File: src/rtl/ram_arbiter_if.sv
// Bus bundle between the two RAM masters, the ram_arbiter and the single-port RAM macro.
// The arbiter takes the slave modport; the masters plus the RAM side take the master modport.
interface ram_arbiter_if #(
   parameter int AW = 15,
   parameter int DW = 8
);
   logic          a_req;
   logic          a_we;
   logic [AW-1:0] a_addr;
   logic [DW-1:0] a_wdata;
   logic          a_gnt;
   logic          a_rvalid;
   logic [DW-1:0] a_rdata;

   logic          b_req;
   logic          b_we;
   logic [AW-1:0] b_addr;
   logic [DW-1:0] b_wdata;
   logic          b_gnt;
   logic          b_rvalid;
   logic [DW-1:0] b_rdata;

   logic [AW-1:0] ram_addr;
   logic [DW-1:0] ram_din;
   logic          ram_we;
   logic [DW-1:0] ram_dout;

   modport slave (
      input  a_req, a_we, a_addr, a_wdata,
      output a_gnt, a_rvalid, a_rdata,
      input  b_req, b_we, b_addr, b_wdata,
      output b_gnt, b_rvalid, b_rdata,
      output ram_addr, ram_din, ram_we,
      input  ram_dout
   );

   modport master (
      output a_req, a_we, a_addr, a_wdata,
      input  a_gnt, a_rvalid, a_rdata,
      output b_req, b_we, b_addr, b_wdata,
      input  b_gnt, b_rvalid, b_rdata,
      input  ram_addr, ram_din, ram_we,
      output ram_dout
   );
endinterface

File: src/rtl/ram_arbiter.sv
// Shares one single-port RAM between two masters with combinational grant and 1-cycle read return.
// Define ARB_RR_EN for round-robin-with-burst contention; default is fixed priority to port A.
module ram_arbiter #(
   parameter int AW    = 15,
   parameter int DW    = 8,
   parameter int BURST = 4
) (
   input  logic         clk,
   input  logic         rst,
   ram_arbiter_if.slave bus
);

   typedef enum logic {
      PORT_A = 1'b0,
      PORT_B = 1'b1
   } port_t;

   localparam logic [7:0] BURST_LAST = 8'(BURST - 1);

   port_t         sel;
   port_t         sel_nxt;
   port_t         rd_owner;
   logic [7:0]    cnt;
   logic [7:0]    cnt_nxt;
   logic          rd_pend;
   logic          a_gnt;
   logic          b_gnt;
   logic          a_rv;
   logic          b_rv;
   logic          rd_accept;
   logic [AW-1:0] addr_mux;
   logic [DW-1:0] din_mux;
   logic          we_mux;

   always_ff @(posedge clk or posedge rst) begin
      if (rst) begin
         sel      <= PORT_A;
         cnt      <= 8'd0;
         rd_pend  <= 1'b0;
         rd_owner <= PORT_A;
      end else begin
         sel     <= sel_nxt;
         cnt     <= cnt_nxt;
         rd_pend <= rd_accept;
         if (rd_accept) begin
            rd_owner <= sel_nxt;
         end
      end
   end

   // sel_nxt is the port granted this cycle, or the held sel when idle
   always_comb begin
      sel_nxt = sel;
      cnt_nxt = cnt;
      a_gnt   = 1'b0;
      b_gnt   = 1'b0;
      if (!rst) begin
         if (bus.a_req && bus.b_req) begin
`ifdef ARB_RR_EN
            if (cnt < BURST_LAST) begin
               sel_nxt = sel;
               cnt_nxt = cnt + 8'd1;
            end else begin
               sel_nxt = (sel == PORT_A) ? PORT_B : PORT_A;
               cnt_nxt = 8'd0;
            end
`else
            sel_nxt = PORT_A;
            cnt_nxt = 8'd0;
`endif
            a_gnt = (sel_nxt == PORT_A);
            b_gnt = (sel_nxt == PORT_B);
         end else if (bus.a_req) begin
            sel_nxt = PORT_A;
            cnt_nxt = 8'd0;
            a_gnt   = 1'b1;
         end else if (bus.b_req) begin
            sel_nxt = PORT_B;
            cnt_nxt = 8'd0;
            b_gnt   = 1'b1;
         end
      end
   end

`ifndef ARB_RR_EN
   logic unused_burst;
   assign unused_burst = ^BURST_LAST;
`endif

   // Idle cycles keep the last granted port's address on the RAM to avoid toggling
   always_comb begin
      addr_mux = '0;
      din_mux  = '0;
      we_mux   = 1'b0;
      if (!rst) begin
         if (sel_nxt == PORT_B) begin
            addr_mux = bus.b_addr;
            din_mux  = bus.b_wdata;
         end else begin
            addr_mux = bus.a_addr;
            din_mux  = bus.a_wdata;
         end
         we_mux = (a_gnt & bus.a_we) | (b_gnt & bus.b_we);
      end
   end

   assign rd_accept = (a_gnt & ~bus.a_we) | (b_gnt & ~bus.b_we);
   assign a_rv      = rd_pend && (rd_owner == PORT_A);
   assign b_rv      = rd_pend && (rd_owner == PORT_B);

   assign bus.a_gnt    = a_gnt;
   assign bus.b_gnt    = b_gnt;
   assign bus.a_rvalid = a_rv;
   assign bus.b_rvalid = b_rv;
   assign bus.a_rdata  = a_rv ? bus.ram_dout : '0;
   assign bus.b_rdata  = b_rv ? bus.ram_dout : '0;
   assign bus.ram_addr = addr_mux;
   assign bus.ram_din  = din_mux;
   assign bus.ram_we   = we_mux;

endmodule

File: src/flat_wrapper.sv
// flat-port wrapper written by rule: the top's interface ports become plain ports
module ram_arbiter_flat 
#(
   parameter int AW    = 15,
   parameter int DW    = 8,
   parameter int BURST = 4
)
  (clk, rst, bus_a_req, bus_a_we, bus_a_addr, bus_a_wdata, bus_a_gnt, bus_a_rvalid, bus_a_rdata, bus_b_req, bus_b_we, bus_b_addr, bus_b_wdata, bus_b_gnt, bus_b_rvalid, bus_b_rdata, bus_ram_addr, bus_ram_din, bus_ram_we, bus_ram_dout);
  ram_arbiter_if #(.AW(AW), .DW(DW)) bus_i ();
  input  logic clk;
  input  logic rst;
  input wire logic [$bits(bus_i.a_req)-1:0] bus_a_req;
  input wire logic [$bits(bus_i.a_we)-1:0] bus_a_we;
  input wire logic [$bits(bus_i.a_addr)-1:0] bus_a_addr;
  input wire logic [$bits(bus_i.a_wdata)-1:0] bus_a_wdata;
  output wire logic [$bits(bus_i.a_gnt)-1:0] bus_a_gnt;
  output wire logic [$bits(bus_i.a_rvalid)-1:0] bus_a_rvalid;
  output wire logic [$bits(bus_i.a_rdata)-1:0] bus_a_rdata;
  input wire logic [$bits(bus_i.b_req)-1:0] bus_b_req;
  input wire logic [$bits(bus_i.b_we)-1:0] bus_b_we;
  input wire logic [$bits(bus_i.b_addr)-1:0] bus_b_addr;
  input wire logic [$bits(bus_i.b_wdata)-1:0] bus_b_wdata;
  output wire logic [$bits(bus_i.b_gnt)-1:0] bus_b_gnt;
  output wire logic [$bits(bus_i.b_rvalid)-1:0] bus_b_rvalid;
  output wire logic [$bits(bus_i.b_rdata)-1:0] bus_b_rdata;
  output wire logic [$bits(bus_i.ram_addr)-1:0] bus_ram_addr;
  output wire logic [$bits(bus_i.ram_din)-1:0] bus_ram_din;
  output wire logic [$bits(bus_i.ram_we)-1:0] bus_ram_we;
  input wire logic [$bits(bus_i.ram_dout)-1:0] bus_ram_dout;
  assign bus_i.a_req = bus_a_req;
  assign bus_i.a_we = bus_a_we;
  assign bus_i.a_addr = bus_a_addr;
  assign bus_i.a_wdata = bus_a_wdata;
  assign bus_a_gnt = bus_i.a_gnt;
  assign bus_a_rvalid = bus_i.a_rvalid;
  assign bus_a_rdata = bus_i.a_rdata;
  assign bus_i.b_req = bus_b_req;
  assign bus_i.b_we = bus_b_we;
  assign bus_i.b_addr = bus_b_addr;
  assign bus_i.b_wdata = bus_b_wdata;
  assign bus_b_gnt = bus_i.b_gnt;
  assign bus_b_rvalid = bus_i.b_rvalid;
  assign bus_b_rdata = bus_i.b_rdata;
  assign bus_ram_addr = bus_i.ram_addr;
  assign bus_ram_din = bus_i.ram_din;
  assign bus_ram_we = bus_i.ram_we;
  assign bus_i.ram_dout = bus_ram_dout;
  ram_arbiter #(.AW(AW), .DW(DW), .BURST(BURST)) u_core (.clk(clk), .rst(rst), .bus(bus_i));
endmodule
File: config.mk
export PLATFORM = sky130hd
export DESIGN_NAME = ram_arbiter_flat
export DESIGN_NICKNAME = d
export VERILOG_FILES = /design/src/rtl/ram_arbiter_if.sv /design/src/rtl/ram_arbiter.sv /design/src/flat_wrapper.sv
export SDC_FILE = /design/constraint.sdc
export NUM_CORES = 1
export LEC_CHECK = 0
export CORE_MARGIN = 2
export CORE_UTILIZATION = 27
export DETAILED_ROUTE_END_ITERATION = 8
export PLACE_DENSITY_LB_ADDON = 0.3
export SYNTH_ARGS = -nofsm -noshare
export SYNTH_HDL_FRONTEND = slang
export SYNTH_SLANG_ARGS = --single-unit
export TNS_END_PERCENT = 30
File: constraint.sdc
create_clock -name clk -period 1.59 [get_ports clk]
set_input_delay 0.318 -clock clk [delete_from_list [all_inputs] [get_ports clk]]
set_output_delay 0.318 -clock clk [all_outputs]
set_load 0.02 [all_outputs]
# Word level (Yosys, flattened, before mapping)
# Cells that the tools add are included.
# W data, S select, Z words.
# totals
regBits	3
mem_bits_rw	0
memories	0
latchBits	0
mem_bits_ro	0
output_inout_bits	44
# classes
magnitude_cmp	0
n_mul	0
shifts	0
add_sub_neg	0
reduce_logical	3
bitwise_logic	9
eq_ne	0
div_mod_pow	0
muxes	18
# op_table
operator	count
$mux W8	4
$mux W15	2
$mux W1	12
$and A1 B1 Y1	4
$logic_and A1 B1 Y1	3
$not A1 Y1	3
$or A1 B1 Y1	2

# Depth between registers and ports, before layout
# Gate-level depths: netlist (run 1).
# logic_depth
depth_word	7
mapped_depth	4

# Worst setup path after synthesis (run 1)
# No wires, ideal clock.
# synth_path
path_type	input to output
from	input port bus_a_req
to	output port bus_ram_addr[10]
path_stages	4
t_required_ps	1272
setup_slack_ps	44
arrival_time_ps	1228
cell_sequence	o21ba_1 -> buf_6 -> buf_6 -> mux2i_1
# synth_between
elab_chain_len	5
# synth_rtl
element	line_no	source
start: declaration	flat_wrapper.sv:12	input wire logic [$bits(bus_i.a_req)-1:0] bus_a_req;
$mux W1 or $logic_and A1 B1 Y1 (tied branches)	ram_arbiter.sv:73, ram_arbiter.sv:58	
$mux W1 (*)	ram_arbiter.sv:58	if (bus.a_req && bus.b_req) begin
$mux W1 (*)	ram_arbiter.sv:57	if (!rst) begin
$mux W15 (*)	ram_arbiter.sv:96	if (sel_nxt == PORT_B) begin
$mux W15 (*)	ram_arbiter.sv:95	if (!rst) begin
end: declaration	flat_wrapper.sv:26	output wire logic [$bits(bus_i.ram_addr)-1:0] bus_ram_addr;
# Every way passes the cells marked *; elsewhere a longest branch is shown, timed or not.

# Worst setup path in the final report (run 1)
# layout_path
from	register u_core.sel
to	output port bus_ram_addr[11]
# layout_between
elab_chain_len	6
# layout_rtl
element	line_no	source
start: declaration	ram_arbiter.sv:20	port_t sel;
start signal: assignment	ram_arbiter.sv:42	sel <= sel_nxt;
$mux W1	ram_arbiter.sv:77	end else if (bus.b_req) begin
$mux W1	ram_arbiter.sv:73	end else if (bus.a_req) begin
$mux W1	ram_arbiter.sv:58	
$mux W1 (*)	ram_arbiter.sv:57	
$mux W15 (*)	ram_arbiter.sv:96	
$mux W15 (*)	ram_arbiter.sv:95	
# Marked as above.

==> results of run 1 <==
## power by group through the flow
| stage | sequential [mW] | combinational (mW) | clock [mW] |
|---|---|---|---|
| floorplan | 0.0895 | 0.262 | 0 |
| global placement | 0.102 | 0.562 | 0 |
| detailed placement | 0.103 | 0.573 | 0 |
| CTS | 0.104 | 0.614 | 0.142 |
| global route | 0.106 | 0.627 | 0.149 |
| finish | 0.104 | 0.591 | 0.135 |
## path summary, 6_finish.rpt
check	slack [ns]	endpoint	startpoint	depth (start not counted)
min in group clk	0.56	u_core.sel$_DFF_PP0_	u_core.sel$_DFF_PP0_	2
hold / removal	0.31	u_core.sel$_DFF_PP0_	rst	3
max in group asynchronous	1.14	u_core.rd_owner$_DFFE_PP0P_	rst	3
hold reg to reg	0.56	u_core.sel$_DFF_PP0_	u_core.sel$_DFF_PP0_	2
setup / recovery	-0.14	bus_ram_addr[11]	u_core.sel$_DFF_PP0_	4
setup reg to reg	0.58	u_core.rd_owner$_DFFE_PP0P_	u_core.rd_owner$_DFFE_PP0P_	3
## worst max-delay path: cells and delay by family (launching register included)
family	cells	cell delay, ns
multiplexers	1	0.19
AO/OA/AOI/OAI	1	0.27
flip-flops	1	0.39
buffers and inverters	2	0.32
## layout by cell type (no fill, tap or decap), drive strengths merged, types with 2 or more instances in the layout
cell	netlist	routed
clkdlybuf4s50	0	56
a21oi	3	3
mux2i	23	23
nor2	9	9
nand2	9	9
clkbuf	7	14
dfrtp	3	3
buf	4	41
dlygate4sd2	0	3
clkdlybuf4s15	0	8
and3	8	8
nor2b	2	2
inv	2	2
nand2b	48	48
## state kept, by name, indices dropped and copies added (netlist names)
name	cells
u_core.rd_owner	1
u_core.rd_pend	1
u_core.sel	1
## logic make-up (layout without fill, tap and decap cells)
| logic type | Yosys count | after routing | share of synthesized area |
|---|---|---|---|
| AO/OA/AOI/OAI | 6 | 6 | 0.0442 |
| flip-flops | 3 | 3 | 0.0856 |
| multiplexers | 23 | 23 | 0.262 |
| AND/OR/NAND/NOR | 80 | 80 | 0.525 |
| buffers and inverters | 13 | 124 | 0.0827 |
## timing repair
action                     in CTS  in global routing
cloned                          4                  0
setup endpoints to repair      44                 40
hold buffers                    0                  0
setup buffers                   3                  0
resized for setup             170                 31
pin swaps                       1                  1
## metrics by stage
| step | instance area [µm²] | TNS [ns] | hold WS (ns) | total power, mW | setup WS [ns] |
|---|---|---|---|---|---|
| 2_1_floorplan | 877 | 0 | 0.242 | 0.351 | 0.0442 |
| 3_3_place_gp | 2010 | -23.15 | 0.517 | 0.664 | -0.783 |
| 3_5_place_dp | 2010 | -24.35 | 0.538 | 0.677 | -0.853 |
| 4_1_cts | 2110 | -3.64 | 0.300 | 0.859 | -0.214 |
| 5_1_grt | 2020 | -3.31 | 0.326 | 0.882 | -0.174 |
| 6_report | 2020 | -2.22 | 0.307 | 0.830 | -0.145 |
## metal layers
metal  wire length, µm  vias to the layer above  global-route usage
li1                  -                      629                   -
met1              1340                      547               0.196
met2              2080                       70               0.399
met3               386                        8              0.0640
met4                79                        0              0.0932
met5                 0                        -                   0
## final cells by class
type	instances	share of cell area
Timing Repair Buffer	118	0.537
Multi-Input combinational cell	109	0.382
Sequential cell	3	0.0377
Tap cell	44	0.0272
Clock buffer	4	0.0130
Inverter	2	0.00371
==> impl_metrics.ini, run 1 <==
[sta]
final_max_slew_viol_count = 0
hold_viol_final = 0
rsz0062_at_grt = true
worst_slack_ns = -0.145
finalSetupViolations = 23
period_needed_ns = 1.73
skew_ns = 0
worst_slew_pin_slew_ns = 0.268
fmax_mhz = 577
slew_headroom = 0.819
fin_crit_sh = 1.09

[die]
num_rows = 20
core_mm2 = 0.00308
die_w_um = 61.0
die_area_mm2 = 0.00372
die_h_um = 61.0
start_util = 0.285
ioPinCount = 104

[synthesis]
mappedNetlistArea_um2 = 877
yosysTopAreaCellShare = 0.342
async_flop_share = 1.00
ys_seq_elements = 3
yosysUniqueCellTypes = 19
synth_common_cells = 48 x nand2b_1, 23 x mux2i_1, 9 x nand2_1, 9 x nor2_1, 8 x and3_1
syn_area_per_cell_um2 = 7.02
synthFlopType = dfrtp_1
synthCells = 125
yosysSeqAreaShare = 0.0856
synth.largest_area_cell = nand2b_1
synthTopCellsByArea = nand2b_1 34%, mux2i_1 26%, dfrtp_1 8.6%, and3_1 5.7%, nand2_1 3.9%
synth_edf_count = 0
ys_warn_count = 0
synth_most_common_cell = nand2b_1
syn_nets = 185

[final_layout]
multi_input_area_um2 = 772
regArea_um2 = 76.3
drive_above_1_share = 0.275
nets = 297
num_antenna_cells = 0
n_fill_cell = 271
fin_util = 0.657
area.growth.synth_to_final_pct = 131
instances_no_fill = 280

[placed_design]
io_buffers = 103
dp_hpwl_um = 2910
gp_congestion = 0.724
dp.cells = 272

[clock_tree]
htreeDepth = 1
clk_pin_slew_ns = 0.04
numCtsBuffers = 3
clock_path_buffers = 2
cts_tree = built
clk_latency_ns = 0.23
clock_sinks = 3
root_buffer = clkbuf_4

[global_route]
grt_pass1_wl_um = 5710
grt.total_usage = 0.206
overflow = 0
grt_pass1_vias = 1316
antenna_found_initial = 0
grt_max_degree = 21

[run]
drv_cap = 0

[drt]
routedWlPerCell_um = 13.9
vias_per_cell = 4.48
first_iter_violations = 22
drc_errors = 0
routed-via-count = 1254
wl_um = 3890
dr.pass1.iters = 3
ant_nets = 0

[status]
status = finished with violations
failed_checks = setup timing

[critical_path]
critical-path-slowest-cell = dfrtp_1
critPathMaxFanout = 6
end_kind = output port
max_stage_delay_ns = 0.39
crit_arrival_ns = 1.42
critPathKind = reg -> out
path_cells = o21ba_4 > buf_12 > mux2i_2 > buf_4
start_kind = flip-flop
worstPathRequired_ns = 1.27

[pwr]
leakagePower_nw = 0.923
internal_power_mw = 0.520
sw_frac_of_total = 0.374
p_seq_frac = 0.126
peakVddDrop_uv = 223
switchingPower_mw = 0.311
clockPowerShare = 0.163
power.density_mw_per_mm2 = 410
pwr-share-comb = 0.712

[hold_path]
hold_class = in -> async
(Power assumes the default switching activity.)
==> run 2: changes to the inputs <==
- TNS_END_PERCENT: 30 -> unset
==> impl_metrics.ini, run 2 (same netlist as run 1, synthesis figures left out) <==
[status]
status = finished with violations
failed_checks = setup timing

[clock_tree]
numCtsBuffers = 3
root_buffer = clkbuf_4
clk_latency_ns = 0.23
clock_path_buffers = 2
htreeDepth = 1
clk_pin_slew_ns = 0.04
cts_tree = built
clock_sinks = 3

[final_layout]
layout_common_cells = 56 x clkdlybuf4s50_1, 48 x nand2b_1, 34 x buf_4, 19 x mux2i_1
multi_input_area_um2 = 772
nets = 300
n_fill_cell = 272
final_area_mm2 = 0.00204
reg_top3 = u_core.rd_owner x1, u_core.rd_pend x1, u_core.sel x1
drive_above_1_share = 0.285
num_antenna_cells = 0
regArea_um2 = 76.3
fin_util = 0.662
area.growth.synth_to_final_pct = 132
layout_commonest_cell = clkdlybuf4s50_1

[run]
drv_cap = 0

[placed_design]
placed_cell_area_mm2 = 0.00201
dp_hpwl_um = 2910
io_buffers = 103
gp_congestion = 0.724
dp_slack_ns = -0.853

[global_route]
grt_pass1_vias = 1326
grt_pass1_wl_um = 5750
grt.total_usage = 0.208
antenna_found_initial = 0
overflow = 0
grt_max_degree = 21

[drt]
first_iter_violations = 50
vias_per_cell = 4.48
routed-via-count = 1267
dr.pass1.iters = 4
ant_nets = 0
drc_errors = 0
wl_um = 3920
routedWlPerCell_um = 13.9

[sta]
finalSetupViolations = 23
final_max_slew_viol_count = 0
rsz0062_at_grt = true
skew_ns = 0
hold_viol_final = 0
worst_slew_pin_slew_ns = 0.268
period_needed_ns = 1.73
fin_crit_sh = 1.09
worst_slack_ns = -0.145
slew_headroom = 0.819
fmax_mhz = 576

[pwr]
leakagePower_nw = 0.938
internal_power_mw = 0.530
p_seq_frac = 0.114
power.density_mw_per_mm2 = 415
peakVddDrop_uv = 209
p_total_mw = 0.845
sw_frac_of_total = 0.373
pwr-share-comb = 0.725
clockPowerShare = 0.161
switchingPower_mw = 0.315

[critical_path]
crit_buf_inv = 2
crit_arrival_ns = 1.42
max_stage_delay_ns = 0.39
reg2reg_depth = 4
path_cells = o21ba_4 > buf_12 > mux2i_2 > buf_4
crit_cells = 4
critPathMaxFanout = 6
start_kind = flip-flop
end_kind = output port
cpLargestDelayFamily = flip-flops
worstPathRequired_ns = 1.27
critPathKind = reg -> out
critical-path-slowest-cell = dfrtp_1

[die]
die_area_mm2 = 0.00372
start_util = 0.285
die_h_um = 61.0
num_rows = 20
core_mm2 = 0.00308
die_w_um = 61.0
ioPinCount = 104

[hold_path]
hold_class = in -> async
-- run 2: per-layer routing --
metal | wire (µm) | GRT usage | vias to the layer above
met5 | 0 | 0 | -
met4 | 70 | 0.0932 | 0
met3 | 403 | 0.0640 | 6
met2 | 2120 | 0.402 | 71
met1 | 1330 | 0.199 | 553
li1 | - | - | 637
-- run 2: cell type report --
| type | count | area share |
|---|---|---|
| clock buffer | 4 | 0.0129 |
| multi-input combinational | 109 | 0.379 |
| sequential | 3 | 0.0375 |
| tap | 44 | 0.0270 |
| inverter | 2 | 0.00369 |
| timing repair buffer | 121 | 0.540 |
-- run 2: final timing paths --
path / to / from / slack [ns]
min in group clk: u_core.sel$_DFF_PP0_ / u_core.sel$_DFF_PP0_ / 0.55
min: u_core.sel$_DFF_PP0_ / rst / 0.31
min reg2reg: u_core.sel$_DFF_PP0_ / u_core.sel$_DFF_PP0_ / 0.55
max: bus_ram_addr[11] / u_core.sel$_DFF_PP0_ / -0.14
max in group asynchronous: u_core.rd_owner$_DFFE_PP0P_ / rst / 1.14
max reg2reg: u_core.rd_owner$_DFFE_PP0P_ / u_core.rd_owner$_DFFE_PP0P_ / 0.54
-- run 2: stage by stage --
stage / cells / hold WS (ns) / TNS, ns
floorplan: 125 / 0.242 / 0
global placement: 272 / 0.517 / -23.15
detailed placement: 272 / 0.538 / -24.35
CTS: 285 / 0.300 / -3.64
global route: 283 / 0.326 / -3.31
finish: 283 / 0.306 / -2.23
-- run 2: repair_timing --
| item | in CTS | in global routing |
|---|---|---|
| hold endpoints to repair | 0 | 0 |
| gates resized for setup | 174 | 30 |
| buffers inserted | 5 | 1 |
| gates cloned | 4 | 0 |
| endpoints found under the setup margin | 44 | 39 |
| pin swaps | 1 | 1 |
| hold buffers | 0 | 0 |
-- run 2: power groups by stage --
stage / Combinational, mW / Sequential, mW / Clock (mW)
finish: 0.612 / 0.0963 / 0.136
global route: 0.651 / 0.0975 / 0.149
CTS: 0.625 / 0.101 / 0.142
detailed placement: 0.573 / 0.103 / 0
global placement: 0.562 / 0.102 / 0
floorplan: 0.262 / 0.0895 / 0
-- run 2: worst reg2reg max path, cell delays in order, from the launching register on --
cell      delay [ns]
dfrtp_2         0.44
buf_4           0.15
buf_4           0.12
o21ai_0         0.06
o311ai_0        0.14
==> run 3: changes to the inputs <==
- RECOVER_POWER: unset -> 25
==> impl_metrics.ini, run 3 (same netlist as run 1, synthesis figures left out) <==
[die]
die_w_um = 61.0
ioPinCount = 104
start_util = 0.285
num_rows = 20
die_h_um = 61.0
die_area_mm2 = 0.00372
core_mm2 = 0.00308

[clock_tree]
numCtsBuffers = 3
clock_sinks = 3
htreeDepth = 1
clk_pin_slew_ns = 0.04
cts_tree = built
root_buffer = clkbuf_4
clock_path_buffers = 2
clk_latency_ns = 0.23

[drt]
wl_um = 3930
dr.pass1.iters = 4
route.met2.wl_um = 2130
wl_met3_um = 395
first_iter_violations = 52
routedWlPerCell_um = 13.9
routed-via-count = 1269
ant_nets = 0
topRoutingLayerUsed = met4
vias_per_cell = 4.48
m1WireLength_um = 1340
drc_errors = 0

[critical_path]
path_cells = o21ba_4 > buf_12 > mux2i_2 > buf_4
end_kind = output port
critical-path-slowest-cell = dfrtp_1
start_kind = flip-flop
crit_arrival_ns = 1.42
critPathMaxFanout = 6
crit_cells = 4
cpLargestDelayFamily = flip-flops
crit_buf_inv = 2
reg2reg_depth = 4
worstPathRequired_ns = 1.27
max_stage_delay_ns = 0.39
critPathKind = reg -> out

[sta]
fmax_mhz = 577
finalSetupViolations = 24
slew_headroom = 0.791
rsz0062_at_grt = true
fin_crit_sh = 1.09
period_needed_ns = 1.73
hold_slack_ns = 0.371
worst_slack_ns = -0.144
final_max_slew_viol_count = 0
skew_ns = 0
worst_slew_pin_slew_ns = 0.314
fin_tns_setup_ns = -2.24
hold_viol_final = 0

[placed_design]
placed_cell_area_mm2 = 0.00201
io_buffers = 103
gp_congestion = 0.724
dp.cells = 272
dp_hpwl_um = 2910
dp_slack_ns = -0.853

[pwr]
leakagePower_nw = 0.935
peakVddDrop_uv = 209
p_total_mw = 0.843
power.density_mw_per_mm2 = 415

[global_route]
grt_pass1_wl_um = 5750
antenna_found_initial = 0
grt.total_usage = 0.208
grt_pass1_vias = 1326
grt_max_degree = 21
overflow = 0

[hold_path]
hold_class = in -> async

[status]
status = finished with violations
failed_checks = setup timing

[final_layout]
layout_common_cells = 56 x clkdlybuf4s50_1, 48 x nand2b_1, 33 x buf_4, 19 x mux2i_1
final_area_mm2 = 0.00203
instances_no_fill = 283
area.growth.synth_to_final_pct = 132
drive_above_1_share = 0.280
n_fill_cell = 274
fin_util = 0.661
num_antenna_cells = 0
reg_top3 = u_core.rd_owner x1, u_core.rd_pend x1, u_core.sel x1
multi_input_area_um2 = 772
nets = 300
regArea_um2 = 76.3
layout_commonest_cell = clkdlybuf4s50_1

[run]
drv_cap = 0
[run 3: cell types whose count changed in the layout (fill, tap and decap cells not counted)]
cell,change
buf_4,-1
clkbuf_1,+1
[run 3: worst paths after layout]
check / slack [ns] / end / from
setup / recovery: -0.14 / bus_ram_addr[11] / u_core.sel$_DFF_PP0_
hold reg to reg: 0.56 / u_core.sel$_DFF_PP0_ / u_core.sel$_DFF_PP0_
hold / removal: 0.37 / u_core.sel$_DFF_PP0_ / rst
max in group asynchronous: 1.07 / u_core.rd_owner$_DFFE_PP0P_ / rst
setup reg to reg: 0.54 / u_core.rd_owner$_DFFE_PP0P_ / u_core.rd_owner$_DFFE_PP0P_
min in group clk: 0.56 / u_core.sel$_DFF_PP0_ / u_core.sel$_DFF_PP0_
[run 3: report_power, final]
| part | switching [mW] | leakage (nW) | total [mW] | internal, mW |
|---|---|---|---|---|
| Combinational | 0.262 | 0.885 | 0.612 | 0.349 |
| Clock | 0.0408 | 0.0150 | 0.135 | 0.0941 |
| Sequential | 0.0109 | 0.0349 | 0.0962 | 0.0854 |
[run 3: area by class of cell]
type | instances | area share
Tap cell | 44 | 0.0271
Inverter | 2 | 0.00369
Clock buffer | 4 | 0.0129
Timing Repair Buffer | 121 | 0.539
Multi-Input combinational cell | 109 | 0.380
Sequential cell | 3 | 0.0375
[run 3: worst reg2reg max path, stage by stage (launching register included)]
cell and delay, ns:
dfrtp_2 0.44, buf_4 0.15, buf_4 0.12, o21ai_0 0.06, o311ai_0 0.14
[run 3: metal layers]
layer	vias up	global-route usage
li1	638	-
met1	553	0.199
met2	72	0.402
met3	6	0.0640
met4	0	0.0932
met5	-	0
[run 3: what timing repair did]
action,4_1_cts,5_1_grt
pin swaps,1,1
setup buffers,5,1
setup endpoints to repair,44,39
hold buffers,0,0
resized for setup,174,30
cloned,4,0
